==> config.mk <==
export PLATFORM = sky130hd
export DESIGN_NAME = com_link
export DESIGN_NICKNAME = d
export VERILOG_FILES = /design/src/rtl/com_pkg.sv /design/src/rtl/com_link_rx.sv /design/src/rtl/com_link.sv
export SDC_FILE = /design/constraint.sdc
export NUM_CORES = 1
export LEC_CHECK = 0
export ABC_AREA = 1
export CORE_ASPECT_RATIO = 1.25
export CORE_MARGIN = 8
export CORE_UTILIZATION = 45
export CTS_CLUSTER_SIZE = 30
export DETAILED_ROUTE_END_ITERATION = 6
export PLACE_DENSITY = 0.7
export SETUP_SLACK_MARGIN = 0.3
export SKIP_LAST_GASP = 1
export SYNTH_ARGS = -nofsm -noshare
export SYNTH_HDL_FRONTEND = slang
export SYNTH_SLANG_ARGS = --single-unit
==> constraint.sdc <==
create_clock -name clk -period 2.7 [get_ports clk]
set_clock_uncertainty 0.2 [all_clocks]
set_input_delay 0.54 -clock clk [delete_from_list [all_inputs] [get_ports clk]]
set_output_delay 0.54 -clock clk [all_outputs]
set_load 0.005 [all_outputs]
==> src/rtl/com_pkg.sv <==
// Shared definitions for the console link: header bytes, frame length,
// frame type codes, TX/RX state encodings and the frame checksum helper.
package com_pkg;

  localparam logic [7:0] COM_HEAD0 = 8'h55;
  localparam logic [7:0] COM_HEAD1 = 8'hAA;

  localparam int         FRAME_LEN = 6;
  localparam logic [2:0] LAST_IDX  = 3'(FRAME_LEN - 1);

  localparam logic [3:0] BT_CONF = 4'h1;
  localparam logic [3:0] BT_CONV = 4'h2;
  localparam logic [3:0] BT_STAT = 4'h3;
  localparam logic [3:0] BT_STOP = 4'h4;

  typedef enum logic [1:0] {
    TX_IDLE = 2'd0,
    TX_LOAD = 2'd1,
    TX_SEND = 2'd2,
    TX_DONE = 2'd3
  } tx_state_e;

  typedef enum logic [2:0] {
    RX_H0   = 3'd0,
    RX_H1   = 3'd1,
    RX_TYPE = 3'd2,
    RX_CMDH = 3'd3,
    RX_CMDL = 3'd4,
    RX_CHK  = 3'd5
  } rx_state_e;

  // Checksum covers the type byte and both word bytes.
  function automatic logic [7:0] frame_chk(input logic [3:0] btype, input logic [15:0] word);
    return {4'h0, btype} ^ word[15:8] ^ word[7:0];
  endfunction

endpackage

==> src/rtl/com_link_rx.sv <==
// RX frame parser for the console link: header sync, type check, checksum,
// drop counting (saturating err_cnt) and the optional inter-byte timeout
// enabled by defining COM_LINK_TIMEOUT_EN.
//
// state   | meaning
// RX_H0   | hunting for first header byte
// RX_H1   | expecting second header byte (repeated HEAD0 keeps us here)
// RX_TYPE | expecting type byte, upper nibble must be zero
// RX_CMDH | expecting command high byte
// RX_CMDL | expecting command low byte
// RX_CHK  | expecting checksum; accept or drop the frame
module com_link_rx
  import com_pkg::*;
#(
  parameter logic [7:0]  HEAD0   = COM_HEAD0,
  parameter logic [7:0]  HEAD1   = COM_HEAD1,
  parameter logic [15:0] TMO_CYC = 16'd50000
) (
  input  logic        clk,
  input  logic        rst,
  input  logic [7:0]  rx_data,
  input  logic        rx_valid,
  input  logic        fs_read,
  output logic        frame_ok,
  output logic [3:0]  frame_btype,
  output logic [15:0] frame_cmd,
  output logic [7:0]  err_cnt
);

  rx_state_e  state, state_nxt;
  logic [3:0] type_q;
  logic [7:0] cmdh_q, cmdl_q;
  logic       err_inc;
  logic       tmo_hit;
  logic       chk_match;

`ifdef COM_LINK_TIMEOUT_EN
  logic [15:0] tmo_cnt;

  // Inter-byte timer: cleared by any byte or while hunting, runs mid-frame.
  always_ff @(posedge clk) begin
    if (rst) begin
      tmo_cnt <= '0;
    end else if (rx_valid || state == RX_H0 || tmo_hit) begin
      tmo_cnt <= '0;
    end else begin
      tmo_cnt <= tmo_cnt + 16'd1;
    end
  end

  assign tmo_hit = !rx_valid && (state != RX_H0) && (tmo_cnt == TMO_CYC);
`else
  logic [15:0] unused_tmo_cyc;
  assign unused_tmo_cyc = TMO_CYC;
  assign tmo_hit        = 1'b0;
`endif

  assign chk_match = (rx_data == frame_chk(type_q, {cmdh_q, cmdl_q}));

  // Parser state register.
  always_ff @(posedge clk) begin
    if (rst) state <= RX_H0;
    else     state <= state_nxt;
  end

  // Next-state: advance only on rx_valid; timeout abandons a partial frame.
  always_comb begin
    state_nxt = state;
    if (rx_valid) begin
      case (state)
        RX_H0:   if (rx_data == HEAD0) state_nxt = RX_H1;
        RX_H1: begin
          if      (rx_data == HEAD1) state_nxt = RX_TYPE;
          else if (rx_data == HEAD0) state_nxt = RX_H1;
          else                       state_nxt = RX_H0;
        end
        RX_TYPE: state_nxt = (rx_data[7:4] == 4'h0) ? RX_CMDH : RX_H0;
        RX_CMDH: state_nxt = RX_CMDL;
        RX_CMDL: state_nxt = RX_CHK;
        RX_CHK:  state_nxt = RX_H0;
        default: state_nxt = RX_H0;
      endcase
    end else if (tmo_hit) begin
      state_nxt = RX_H0;
    end
  end

  // Outputs: accept strobe when checksum matches and the console is free;
  // every other terminal outcome of a started frame counts as a drop.
  always_comb begin
    frame_ok = 1'b0;
    err_inc  = tmo_hit;
    if (rx_valid) begin
      if (state == RX_TYPE && rx_data[7:4] != 4'h0) begin
        err_inc = 1'b1;
      end
      if (state == RX_CHK) begin
        if (chk_match && !fs_read) frame_ok = 1'b1;
        else                       err_inc  = 1'b1;
      end
    end
  end

  // Capture frame fields as they stream past.
  always_ff @(posedge clk) begin
    if (rst) begin
      type_q <= '0;
      cmdh_q <= '0;
      cmdl_q <= '0;
    end else if (rx_valid) begin
      if (state == RX_TYPE) type_q <= rx_data[3:0];
      if (state == RX_CMDH) cmdh_q <= rx_data;
      if (state == RX_CMDL) cmdl_q <= rx_data;
    end
  end

  // Saturating drop counter.
  always_ff @(posedge clk) begin
    if (rst)                             err_cnt <= '0;
    else if (err_inc && err_cnt != 8'hFF) err_cnt <= err_cnt + 8'd1;
  end

  assign frame_btype = type_q;
  assign frame_cmd   = {cmdh_q, cmdl_q};

endmodule

==> src/rtl/com_link.sv <==
// Console link far end: TX frame serializer answering fs_send/fd_send, and
// the read-side handshake raising fs_read for each accepted RX frame.
// Optional RX inter-byte timeout: define COM_LINK_TIMEOUT_EN.
//
// state   | meaning
// TX_IDLE | waiting for fs_send
// TX_LOAD | latch type/status and checksum, reset byte index
// TX_SEND | present byte[index], advance on tx_valid & tx_ready
// TX_DONE | fd_send high until fs_send is seen low
module com_link
  import com_pkg::*;
#(
  parameter logic [7:0]  HEAD0   = COM_HEAD0,
  parameter logic [7:0]  HEAD1   = COM_HEAD1,
  parameter logic [15:0] TMO_CYC = 16'd50000
) (
  input  logic        clk,
  input  logic        rst,
  input  logic        fs_send,
  output logic        fd_send,
  input  logic [3:0]  send_btype,
  input  logic [15:0] tx_stat,
  output logic        fs_read,
  input  logic        fd_read,
  output logic [3:0]  read_btype,
  output logic [15:0] com_cmd,
  output logic [7:0]  tx_data,
  output logic        tx_valid,
  input  logic        tx_ready,
  input  logic [7:0]  rx_data,
  input  logic        rx_valid,
  output logic [7:0]  err_cnt
);

  tx_state_e   tx_state, tx_state_nxt;
  logic [2:0]  idx;
  logic [3:0]  btype_q;
  logic [15:0] stat_q;
  logic [7:0]  chk_q;
  logic [7:0]  cur_byte;

  logic        frame_ok;
  logic [3:0]  frame_btype;
  logic [15:0] frame_cmd;

  // TX state register.
  always_ff @(posedge clk) begin
    if (rst) tx_state <= TX_IDLE;
    else     tx_state <= tx_state_nxt;
  end

  // TX next-state: a frame, once loaded, always runs to completion.
  always_comb begin
    tx_state_nxt = tx_state;
    case (tx_state)
      TX_IDLE: if (fs_send && !fd_send) tx_state_nxt = TX_LOAD;
      TX_LOAD: tx_state_nxt = TX_SEND;
      TX_SEND: if (tx_ready && idx == LAST_IDX) tx_state_nxt = TX_DONE;
      TX_DONE: if (!fs_send) tx_state_nxt = TX_IDLE;
      default: tx_state_nxt = TX_IDLE;
    endcase
  end

  // Byte selection; index only moves on an accepted byte, so data holds while stalled.
  always_comb begin
    case (idx)
      3'd0:    cur_byte = HEAD0;
      3'd1:    cur_byte = HEAD1;
      3'd2:    cur_byte = {4'h0, btype_q};
      3'd3:    cur_byte = stat_q[15:8];
      3'd4:    cur_byte = stat_q[7:0];
      default: cur_byte = chk_q;
    endcase
  end

  // TX outputs decoded from state.
  always_comb begin
    tx_valid = (tx_state == TX_SEND);
    tx_data  = (tx_state == TX_SEND) ? cur_byte : 8'h00;
    fd_send  = (tx_state == TX_DONE);
  end

  // TX datapath: latch payload on LOAD, step index per accepted byte.
  always_ff @(posedge clk) begin
    if (rst) begin
      idx     <= '0;
      btype_q <= '0;
      stat_q  <= '0;
      chk_q   <= '0;
    end else if (tx_state == TX_LOAD) begin
      idx     <= '0;
      btype_q <= send_btype;
      stat_q  <= tx_stat;
      chk_q   <= frame_chk(send_btype, tx_stat);
    end else if (tx_state == TX_SEND && tx_ready) begin
      idx     <= idx + 3'd1;
    end
  end

  com_link_rx #(
    .HEAD0   (HEAD0),
    .HEAD1   (HEAD1),
    .TMO_CYC (TMO_CYC)
  ) u_rx (
    .clk         (clk),
    .rst         (rst),
    .rx_data     (rx_data),
    .rx_valid    (rx_valid),
    .fs_read     (fs_read),
    .frame_ok    (frame_ok),
    .frame_btype (frame_btype),
    .frame_cmd   (frame_cmd),
    .err_cnt     (err_cnt)
  );

  // Read handshake: publish accepted frame, hold fs_read until fd_read.
  always_ff @(posedge clk) begin
    if (rst) begin
      fs_read    <= 1'b0;
      read_btype <= '0;
      com_cmd    <= '0;
    end else if (frame_ok) begin
      fs_read    <= 1'b1;
      read_btype <= frame_btype;
      com_cmd    <= frame_cmd;
    end else if (fs_read && fd_read) begin
      fs_read    <= 1'b0;
    end
  end

endmodule

Word-level counts from Yosys, hierarchy flattened. Cells that the tools add are included.

Reductions and logical operators: 21. Muxes and demuxes: 20. Add/subtract/negate cells: 2. Bitwise gates (word level): 4. Equal/unequal tests: 21.

Operators by type and width (number): $pmux W8 S5 (1); $xor A4 B8 Y8 (2); $xor A8 B8 Y8 (2); $pmux W3 S5 (1); $eq A3 B2 Y1 const B (4); $eq A3 B3 Y1 const B (4); $mux W1 (10); $add A8 B1 Y8 const B (1); $eq A8 B7 Y1 const B (1); $eq A8 B8 Y1 (1); $eq A8 B8 Y1 const B (1); $mux W2 (4); $mux W8 (1); $ne A8 B8 Y1 const B (1); $pmux W2 S4 (1); $reduce_and A2 Y1 (4); $logic_and A1 B1 Y1 (7); $eq A3 B1 Y1 const B (2); $logic_not A3 Y1 (2); $mux W3 (2); $eq A2 B2 Y1 const B (2); $logic_not A4 Y1 (1); $ne A2 B1 Y1 const B (2); $ne A2 B2 Y1 const B (2); other kinds (8) (9).

Bits of input ports: 34. Register bits after elaboration: 85.

Logic depth before layout (Yosys ltp). Gate-level depths: netlist (run 1).

Word-level depth: 8. Mapped depth: 14.

By module. A second synthesis (run 1) with hierarchy kept.

Cell total of the unflattened synthesis: 602. Area total of the unflattened synthesis: 4300.4 um2.

By module, submodules not included: com_link (instances 1, cells an instance 366, area each 2587.5 um2, sequential area each 1081.0 um2); com_link_rx (instances 1, cells an instance 236, area each 1712.9 um2, sequential area each 620.6 um2).

Worst setup path after synthesis (run 1). No wires, ideal clock.

Path kind: register to output. From: register idx[0]. To: output tx_data[0]. Data required time: 1960 ps. Buffers on the path: 1. Cell stages (with the launch flop): 7. Setup slack: 277 ps. Data arrival time: 1683 ps. Cell sequence: dfxtp_1 ha_1 ha_1 clkbuf_1 nor4_4 a21oi_1 a221oi_1.

Cells in the longest elaborated chain, start to end: 3. Elaborated cells between the ends (all ways): 7.

Ends and longest elaborated chain: start, declared (line com_link.sv:36) `logic [2:0] idx;`; start signal, assigned (line com_link.sv:96) `idx <= idx + 3'd1;`; $eq A3 B3 Y1 (tied with other cells) (line com_link.sv:66) `case (idx)`; $pmux W8 S5 (*) (line com_link.sv:66); $mux W8 (*) (line com_link.sv:79) `tx_data = (tx_state == TX_SEND) ? cur_byte : 8'h00;`; end, declared (line com_link.sv:27) `output logic [7:0] tx_data,`.

Every way passes the cells marked *; elsewhere a longest branch is shown, timed or not.

Final worst setup path (run 1).
From: register idx[1]. To: output tx_data[7].

Same word-level chain as after synthesis.

==> flow_summary.yaml, run 1 <==
grt:
  met1_usage: 0.210
  grt_max_degree: 61
  grt-ovfl-total: 0
  globalRouteMet3Util: 0.0482
  globalRoute.busiestLayer: "met2"
  grt_pass1_wl_um: 18800
  grtUsageMet2: 0.331
  grtUsageTotal: 0.189
  antenna_found_initial: 1
  grt_pass1_vias: 4020
die:
  num_io_pins: 73
  chipHeight_um: 122
  core_um2: 8980
  placementRows: 39
  die_area_um2: 12400
  start_util: 0.453
  die_w_um: 101
worst_setup_path:
  crit_buf_inv: 4
  endpoint_kind: "primary output"
  startpoint_type: "flop"
  path_cells: "ha_4 -> ha_4 -> nor4_4 -> buf_6 -> buf_6 -> buf_6 -> nand2_2 -> a31oi_1 -> buf_2"
  critPathMostFrequentCell: "buf_6"
  crit_required_ns: 1.96
  cpPeakStageDelay_ns: 0.36
  cp.arrival_ns: 1.99
  crit_fanout: 4
  cp_slowest_cell: "dfxtp_4"
  worstSetupPathType: "flop to primary output"
  crit_family: "buffers and inverters"
clock_tree:
  clockBufferDepth: 2
  htreeDepth: 3
  cts_tree: "built"
  numClockSinks: 85
  clkTransAtPathRegs_ns: 0.06
  cts-root-buf: "clkbuf_16"
  hold_buffers: 0
  clkLatencyLatePin_ns: 0.33
  cts_buffers: 9
placement:
  pre_cts_slack_ns: -0.125
  placed_area_um2: 5070
  gp_congestion: 0.893
  hpwlAfterDp_um: 7930
  portBuffers: 72
drt:
  dr.pass1.iters: 4
  vias: 4090
  drtIter0Drc: 140
  wl_per_cell_um: 14.3
  drt_wl_total_um: 11500
  drcViolationCount: 0
  ant_nets: 0
  via_per_inst: 5.09
synthesis:
  async_flop_share: 0
  synth_area_um2: 4070
  synthFlopType: "dfxtp_1"
  ys_ff_latch: 85
  synth_area_per_cell_um2: 7.13
  synth_edf_count: 0
  ys_seq_area_frac: 0.418
  yosysWarningCount: 0
  synth_cell_types: 35
  postSynthCellCount: 571
  synth_nets: 616
min_path:
  min_path_type: "flop to flop"
pwr:
  total_power_mw: 3.64
  ir_drop_mv: 0.312
  p_leak_nw: 2.45
  p_per_area_nw_per_um2: 648
timing:
  worst_pin_slew_ns: 0.580
  slew_violations: 0
  hold_viol: 0
  fmax_ghz: 0.366
  rsz0062_at_grt: "true"
  period_share: 1.01
  finalCriticalPeriod_ns: 2.73
  finalSetupViolCount: 4
  final.setup.tns_ns: -0.0506
  relSlewSlack: 0.613
  postLayoutSetupSlackWorst_ns: -0.0296
finish:
  area_delta_synth_final_pct: 37.8
  layout_common_cells: "nand2_1, nor2_1, dfxtp_1, clkdlybuf4s50_1, inv_1"
  fin_area_um2: 5610
  fin_nets: 720
  final_layout_size_suffix_gt1_frac: 0.169
  final_common_cell: "nand2_1"
outcome:
  status: "complete, but fails checks"
  violations: "setup timing"
run:
  maxCapViolCount: 0
[cells in the mapped netlist, types with 2 or more instances]
master | count | share of area
ha_1 | 11 | 0.034
o22ai_1 | 5 | 0.0077
a211oi_1 | 2 | 0.0037
or2_2 | 2 | 0.0031
buf_6 | 2 | 0.0055
nand4_1 | 3 | 0.0046
inv_1 | 58 | 0.053
inv_2 | 3 | 0.0028
o21ai_0 | 39 | 0.048
buf_2 | 4 | 0.0049
a221oi_1 | 7 | 0.015
dfxtp_1 | 85 | 0.42
nand2_4 | 2 | 0.0055
nor2_1 | 80 | 0.074
a21oi_1 | 49 | 0.060
or2_4 | 2 | 0.0043
nor3_1 | 3 | 0.0037
nand2_1 | 112 | 0.10
xnor2_1 | 5 | 0.011
nor2_2 | 2 | 0.0031
xor2_1 | 4 | 0.0086
clkbuf_1 | 14 | 0.013
nand2_2 | 4 | 0.0061
o21ai_1 | 21 | 0.026
nand3_1 | 32 | 0.039
a22oi_1 | 3 | 0.0055
a31oi_1 | 9 | 0.014
[repair_timing]
item                                    CTS  global route
endpoints found under the setup margin    8            37
setup buffers                             9             3
hold endpoints to repair                  0             0
gates cloned                              0             2
pin swaps                                 7             9
resized for setup                        61            22
[path summary, 6_finish.rpt]
check | start | end | slack (ns) | cells past startpoint
min | stat_q[14] | stat_q[14] | 0.27 | 2
max | idx[1] | tx_data[7] | -0.03 | 9
min reg2reg | stat_q[14] | stat_q[14] | 0.27 | 2
max reg2reg | u_rx.frame_btype[2] | com_cmd[10] | 0.51 | 14
[worst reg2reg max path, stage by stage, from the launching register on]
cell,delay [ns]
dfxtp_1,0.37
inv_1,0.09
nand2_1,0.06
nand2_1,0.05
nand2_1,0.06
nand2_1,0.07
nor2_1,0.11
nand2_1,0.06
nor2_2,0.12
buf_4,0.12
nand2_2,0.07
nor3_4,0.35
clkbuf_16,0.24
o21ai_1,0.06
nor2_1,0.11
[sequential cells by signal, summed over array words and instances (netlist names)]
name              flops
btype_q               4
u_rx.err_cnt          8
tx_state              2
u_rx.state            3
u_rx.frame_btype      4
chk_q                 8
u_rx.cmdl_q           8
stat_q               16
fs_read               1
com_cmd              16
read_btype            4
idx                   3
u_rx.cmdh_q           8
[power breakdown]
part	internal [mW]	switching [mW]
combinational	0.406	0.532
clock	0.719	0.494
sequential	1.40	0.0824
total	2.53	1.11
[logic make-up (layout without fill, tap and decap cells)]
family,count (synthesis),in the layout,synth area share
adders and majority gates,11,11,0.0338
AOI/OAI and AO/OA,137,137,0.184
DFF,85,85,0.418
xor gates and xnor gates,9,9,0.0194
muxes,1,1,0.00246
other,0,1,0
buffers and inverters,81,190,0.0796
and+or+nand+nor,247,247,0.263
[per-layer routing]
layer	up-vias	share of wire
li1	2098	-
met1	1868	0.42
met2	97	0.50
met3	27	0.054
met4	0	0.026
met5	-	0
[final cells by class]
cell class / count / area (um2)
flip-flops and latches: 85 / 1720
repair buffers: 113 / 1070
clock buffers: 11 / 233
well taps: 123 / 154
fillers: 823 / 3370
diodes: 1 / 2.50
multi-input cells: 405 / 2150
inverters: 61 / 229
clock inverters: 5 / 61.3
[per-stage QoR]
step	cells	hold slack (ns)	utilization
finish	804	0.270	0.625
global route	804	0.281	0.625
CTS	798	0.271	0.611
detailed placement	773	0.258	0.564
global placement	773	0.252	0.564
floorplan	571	0.241	-
Note: power is estimated with default switching activity, not from simulation.
==> run 2, diff against run 1 <==
- MAX_ROUTING_LAYER: unset -> met4
==> flow_summary.yaml, run 2 (same netlist as run 1, synthesis figures left out) <==
worst_setup_path:
  r2r-end: "read_btype[2]"
  cpPeakStageDelay_ns: 0.33
  startpoint_type: "flop"
  path_cells: "buf_6 -> ha_4 -> nand2_2 -> inv_2 -> nor4_4 -> buf_6 -> buf_6 -> buf_6 -> nand2_2 -> a31oi_1 -> buf_2"
  crit_buf_inv: 6
  r2r_slack_ns: 0.68
  crit_family: "buffers and inverters"
  critPathMostFrequentCell: "buf_6"
  crit_fanout: 4
  timing.rr.start: "u_rx.frame_btype[1]"
  worstSetupPathType: "flop to primary output"
  cp_slowest_cell: "dfxtp_2"
  crit_required_ns: 1.96
  cp.arrival_ns: 2.07
  endpoint_kind: "primary output"
  rr_worst_depth: 10
clock_tree:
  numClockSinks: 85
  clkLatencyLatePin_ns: 0.34
  cts_buffers: 9
  clkTransAtPathRegs_ns: 0.07
  cts-root-buf: "clkbuf_16"
  clockBufferDepth: 2
  htreeDepth: 3
  hold_buffers: 0
  cts_tree: "built"
run:
  maxCapViolCount: 0
finish:
  layout_common_cells: "nand2_1, dfxtp_1, nor2_1, clkdlybuf4s50_1, inv_1"
  fin_nets: 721
  n_antenna_cell: 0
  area_delta_synth_final_pct: 37.0
  fill_cells: 834
  top_regs: "com_cmd: 16 flops, stat_q: 16 flops"
  final_common_cell: "nand2_1"
  final_layout_size_suffix_gt1_frac: 0.162
die:
  core_um2: 8980
  start_util: 0.453
  num_io_pins: 73
  die_w_um: 101
  die_area_um2: 12400
  placementRows: 39
  chipHeight_um: 122
pwr:
  switchingPower_mw: 1.15
  intPower_mw: 2.56
  swShare: 0.309
  clkPwrFrac: 0.341
  ir_drop_mv: 0.384
  p_comb_frac: 0.258
  p_per_area_nw_per_um2: 665
  seqPwrFrac: 0.401
  p_leak_nw: 2.42
outcome:
  violations: "setup timing"
  status: "complete, but fails checks"
grt:
  grt_pass1_wl_um: 18200
  antenna_found_initial: 0
  grtUsageTotal: 0.186
  grt_max_degree: 61
  grt_pass1_vias: 4007
  grt-ovfl-total: 0
timing:
  finalCriticalPeriod_ns: 2.81
  hold_viol: 0
  relSlewSlack: 0.638
  rsz0062_at_grt: "true"
  worst_pin_slew_ns: 0.542
  finalSetupViolCount: 7
  fmax_ghz: 0.356
  postLayoutSetupSlackWorst_ns: -0.107
  period_share: 1.04
  final.setup.tns_ns: -0.439
  slew_violations: 0
drt:
  drcViolationCount: 0
  wl_per_cell_um: 13.8
  drt_wl_total_um: 11100
  vias: 4042
  ant_nets: 0
  dr.pass1.iters: 4
  via_per_inst: 5.03
  drtIter0Drc: 128
min_path:
  min_path_type: "flop to flop"
  hold_start: "stat_q[13]"
  holdPathStages: 2
  hold_end: "stat_q[13]"
placement:
  gp_congestion: 0.893
  hpwlAfterDp_um: 7810
  pre_cts_slack_ns: -0.120
  portBuffers: 72
==> run 2: changes by cell type in the layout (fill, tap and decap cells not counted), moves of 4 or more <==
cell             before  now
buf_6                 4    8
clkdlybuf4s50_1      57   62
dfxtp_2               6    1
dfxtp_1              77   83
dlymetal6s2s_1        7    2
==> run 2: layout make-up <==
cell class | count | area, um2 | share of cell area
Multi-Input combinational cell | 405 | 2140 | 0.383
Clock buffer | 9 | 225 | 0.0404
Sequential cell | 85 | 1710 | 0.306
Tap cell | 123 | 154 | 0.0276
Inverter | 61 | 229 | 0.0410
Timing Repair Buffer | 114 | 1040 | 0.187
Clock inverter | 7 | 81.3 | 0.0146
==> run 2: how the worst max path moves through the flow <==
stage | start | endpoint | slack [ns] | cells after the start
2_1_floorplan | idx[0] | tx_data[0] | 0.42 | 6
3_3_place_gp | idx[0] | tx_data[3] | -0.06 | 10
3_5_place_dp | idx[0] | tx_data[3] | -0.12 | 10
4_1_cts | idx[0] | tx_data[7] | -0.07 | 12
5_1_grt | idx[0] | tx_data[7] | -0.21 | 11
6_report | idx[0] | tx_data[7] | -0.11 | 11
==> run 2: stage by stage <==
stage	instance area, um2	hold slack [ns]	utilization	power [mW]	cells
global placement	5060	0.252	0.563	2.32	772
CTS	5450	0.267	0.607	3.67	798
floorplan	4070	0.241	-	1.98	571
global route	5580	0.285	0.621	3.91	804
detailed placement	5060	0.257	0.563	2.34	772
finish	5580	0.271	0.621	3.71	804
==> run 2: repair_timing <==
| action | CTS | global route |
|---|---|---|
| endpoints found under the hold margin | 0 | 0 |
| buffers inserted | 10 | 6 |
| setup endpoints to repair | 8 | 12 |
| cloned | 0 | 0 |
| resized for setup | 48 | 24 |
| pin swaps | 5 | 10 |
==> run 2: worst reg2reg max path, delay by kind of cell, from the launching register on <==
kind | cells | cell delay [ns]
and+or+nand+nor | 9 | 1.15
DFF | 1 | 0.33
buffers and inverters | 1 | 0.22
==> run 2: power groups by stage <==
stage	registers, mW	clock network, mW	logic [mW]
CTS	1.48	1.29	0.903
floorplan	1.48	0	0.507
global route	1.50	1.34	1.07
global placement	1.50	0	0.820
finish	1.49	1.27	0.958
detailed placement	1.50	0	0.837
==> run 2: metal layers <==
metal / global-route usage / vias to the layer above / wire [um]
li1: - / 2099 / -
met1: 0.201 / 1847 / 4760
met2: 0.325 / 80 / 5620
met3: 0.0386 / 16 / 477
met4: 0.0756 / 0 / 218
met5: - / - / 0
==> run 3, diff against run 2 <==
- ABC_CLOCK_PERIOD_IN_PS: unset -> 2600
- GPL_ROUTABILITY_DRIVEN: unset -> 0
- clock period: 2.7 -> 2.6 ns (I/O delays scaled with it)
==> flow_summary.yaml, run 3 (same netlist as run 1, synthesis figures left out) <==
grt:
  grt_pass1_wl_um: 19300
  grt_max_degree: 61
  antenna_found_initial: 1
  grtUsageTotal: 0.199
  grt-ovfl-total: 0
  grt_pass1_vias: 4199
timing:
  rsz0062_at_grt: "true"
  worst_pin_slew_ns: 0.411
  fmax_ghz: 0.368
  period_share: 1.04
  finalCriticalPeriod_ns: 2.72
  finalSetupViolCount: 8
  final.setup.tns_ns: -0.606
  slew_violations: 0
  postLayoutSetupSlackWorst_ns: -0.115
  relSlewSlack: 0.726
  hold_viol: 0
placement:
  portBuffers: 72
  hpwlAfterDp_um: 8070
finish:
  final_layout_size_suffix_gt1_frac: 0.177
  top_regs: "com_cmd: 16 flops, stat_q: 16 flops"
  area_delta_synth_final_pct: 40.3
  layout_common_cells: "nand2_1, dfxtp_1, nor2_1, clkdlybuf4s50_1, inv_1"
  final_util: 0.636
  fin_nets: 720
  final_common_cell: "nand2_1"
drt:
  dr.pass1.iters: 4
  drcViolationCount: 0
  drt_wl_total_um: 12100
  ant_nets: 0
  via_per_inst: 5.18
  wl_per_cell_um: 15.1
  vias: 4159
  drtIter0Drc: 178
die:
  die_area_um2: 12400
  num_io_pins: 73
  placementRows: 39
  die_w_um: 101
  chipHeight_um: 122
  start_util: 0.453
  core_um2: 8980
clock_tree:
  clkTransAtPathRegs_ns: 0.06
  cts_buffers: 9
  hold_buffers: 0
  cts_tree: "built"
  htreeDepth: 3
  cts-root-buf: "clkbuf_16"
  clkLatencyLatePin_ns: 0.33
  numClockSinks: 85
  clockBufferDepth: 2
worst_setup_path:
  crit_family: "buffers and inverters"
  cp.arrival_ns: 2.00
  crit_buf_inv: 4
  cpPeakStageDelay_ns: 0.37
  crit_fanout: 3
  cp_slowest_cell: "dfxtp_4"
  startpoint_type: "flop"
  crit_required_ns: 1.88
  endpoint_kind: "primary output"
  critPathMostFrequentCell: "inv_4"
  worstSetupPathType: "flop to primary output"
  path_cells: "inv_4 -> ha_4 -> nand2_4 -> inv_4 -> nor4_4 -> buf_4 -> a21oi_4 -> a221oi_2 -> buf_2"
pwr:
  total_power_mw: 3.86
  p_per_area_nw_per_um2: 675
  ir_drop_mv: 0.377
  p_leak_nw: 2.50
outcome:
  status: "complete, but fails checks"
  violations: "setup timing"
run:
  maxCapViolCount: 0
min_path:
  min_path_type: "flop to flop"
[run 3: cell count changes in the layout (fill, tap and decap cells not counted), moves of 3 or more]
cell,before,now
a221oi_1,3,0
dlymetal6s2s_1,2,7
inv_4,0,4
inv_1,53,50
inv_6,3,0
buf_4,33,30
clkdlybuf4s50_1,62,57
nand2_2,10,7
[run 3: metrics by stage]
stage	hold slack (ns)	setup WS, ns	instance area, um2	instances
after floorplan	0.241	0.337	4070	571
after global placement	0.259	-0.140	5060	771
after detailed placement	0.264	-0.202	5060	771
after CTS	0.275	-0.0785	5520	796
after global routing	0.297	-0.226	5710	803
final	0.268	-0.115	5710	803
[run 3: worst paths after layout]
path,start,cells past startpoint,to,slack [ns]
setup reg to reg,u_rx.frame_btype[1],11,com_cmd[3],0.52
setup / recovery,idx[1],9,tx_data[2],-0.12
hold / removal,stat_q[14],2,stat_q[14],0.27
hold reg to reg,stat_q[14],2,stat_q[14],0.27
[run 3: per-layer routing]
metal  part of all wire  global-route usage
met5                  0                   -
met4              0.024              0.0710
met3              0.040              0.0454
met2               0.52               0.345
met1               0.41               0.217
[run 3: tightest hold or removal path: cells and delay by family, from the launching register on]
family,cells,cell delay [ns]
and+or+nand+nor,1,0.06
AOI/OAI and AO/OA,1,0.05
DFF,1,0.31
[run 3: final cells by class]
class	count	area, um2
clock inverters	4	48.8
inverters	61	243
flip-flops and latches	85	1710
multi-input cells	405	2220
clock buffers	11	243
fillers	787	3270
repair buffers	113	1080
well taps	123	154
diodes	1	2.50
[run 3: repair_timing]
action | in CTS | in global routing
gates cloned | 0 | 1
endpoints found under the hold margin | 0 | 0
buffers inserted | 10 | 5
gates resized for setup | 71 | 31
setup endpoints to repair | 9 | 38
pin swaps | 11 | 8
[run 3: report_power, final]
group          internal, mW  switching (mW)  leakage [nW]
sequential             1.46           0.121         0.692
combinational         0.441           0.585          1.66
clock                 0.763           0.488         0.145
total                  2.66            1.19          2.50
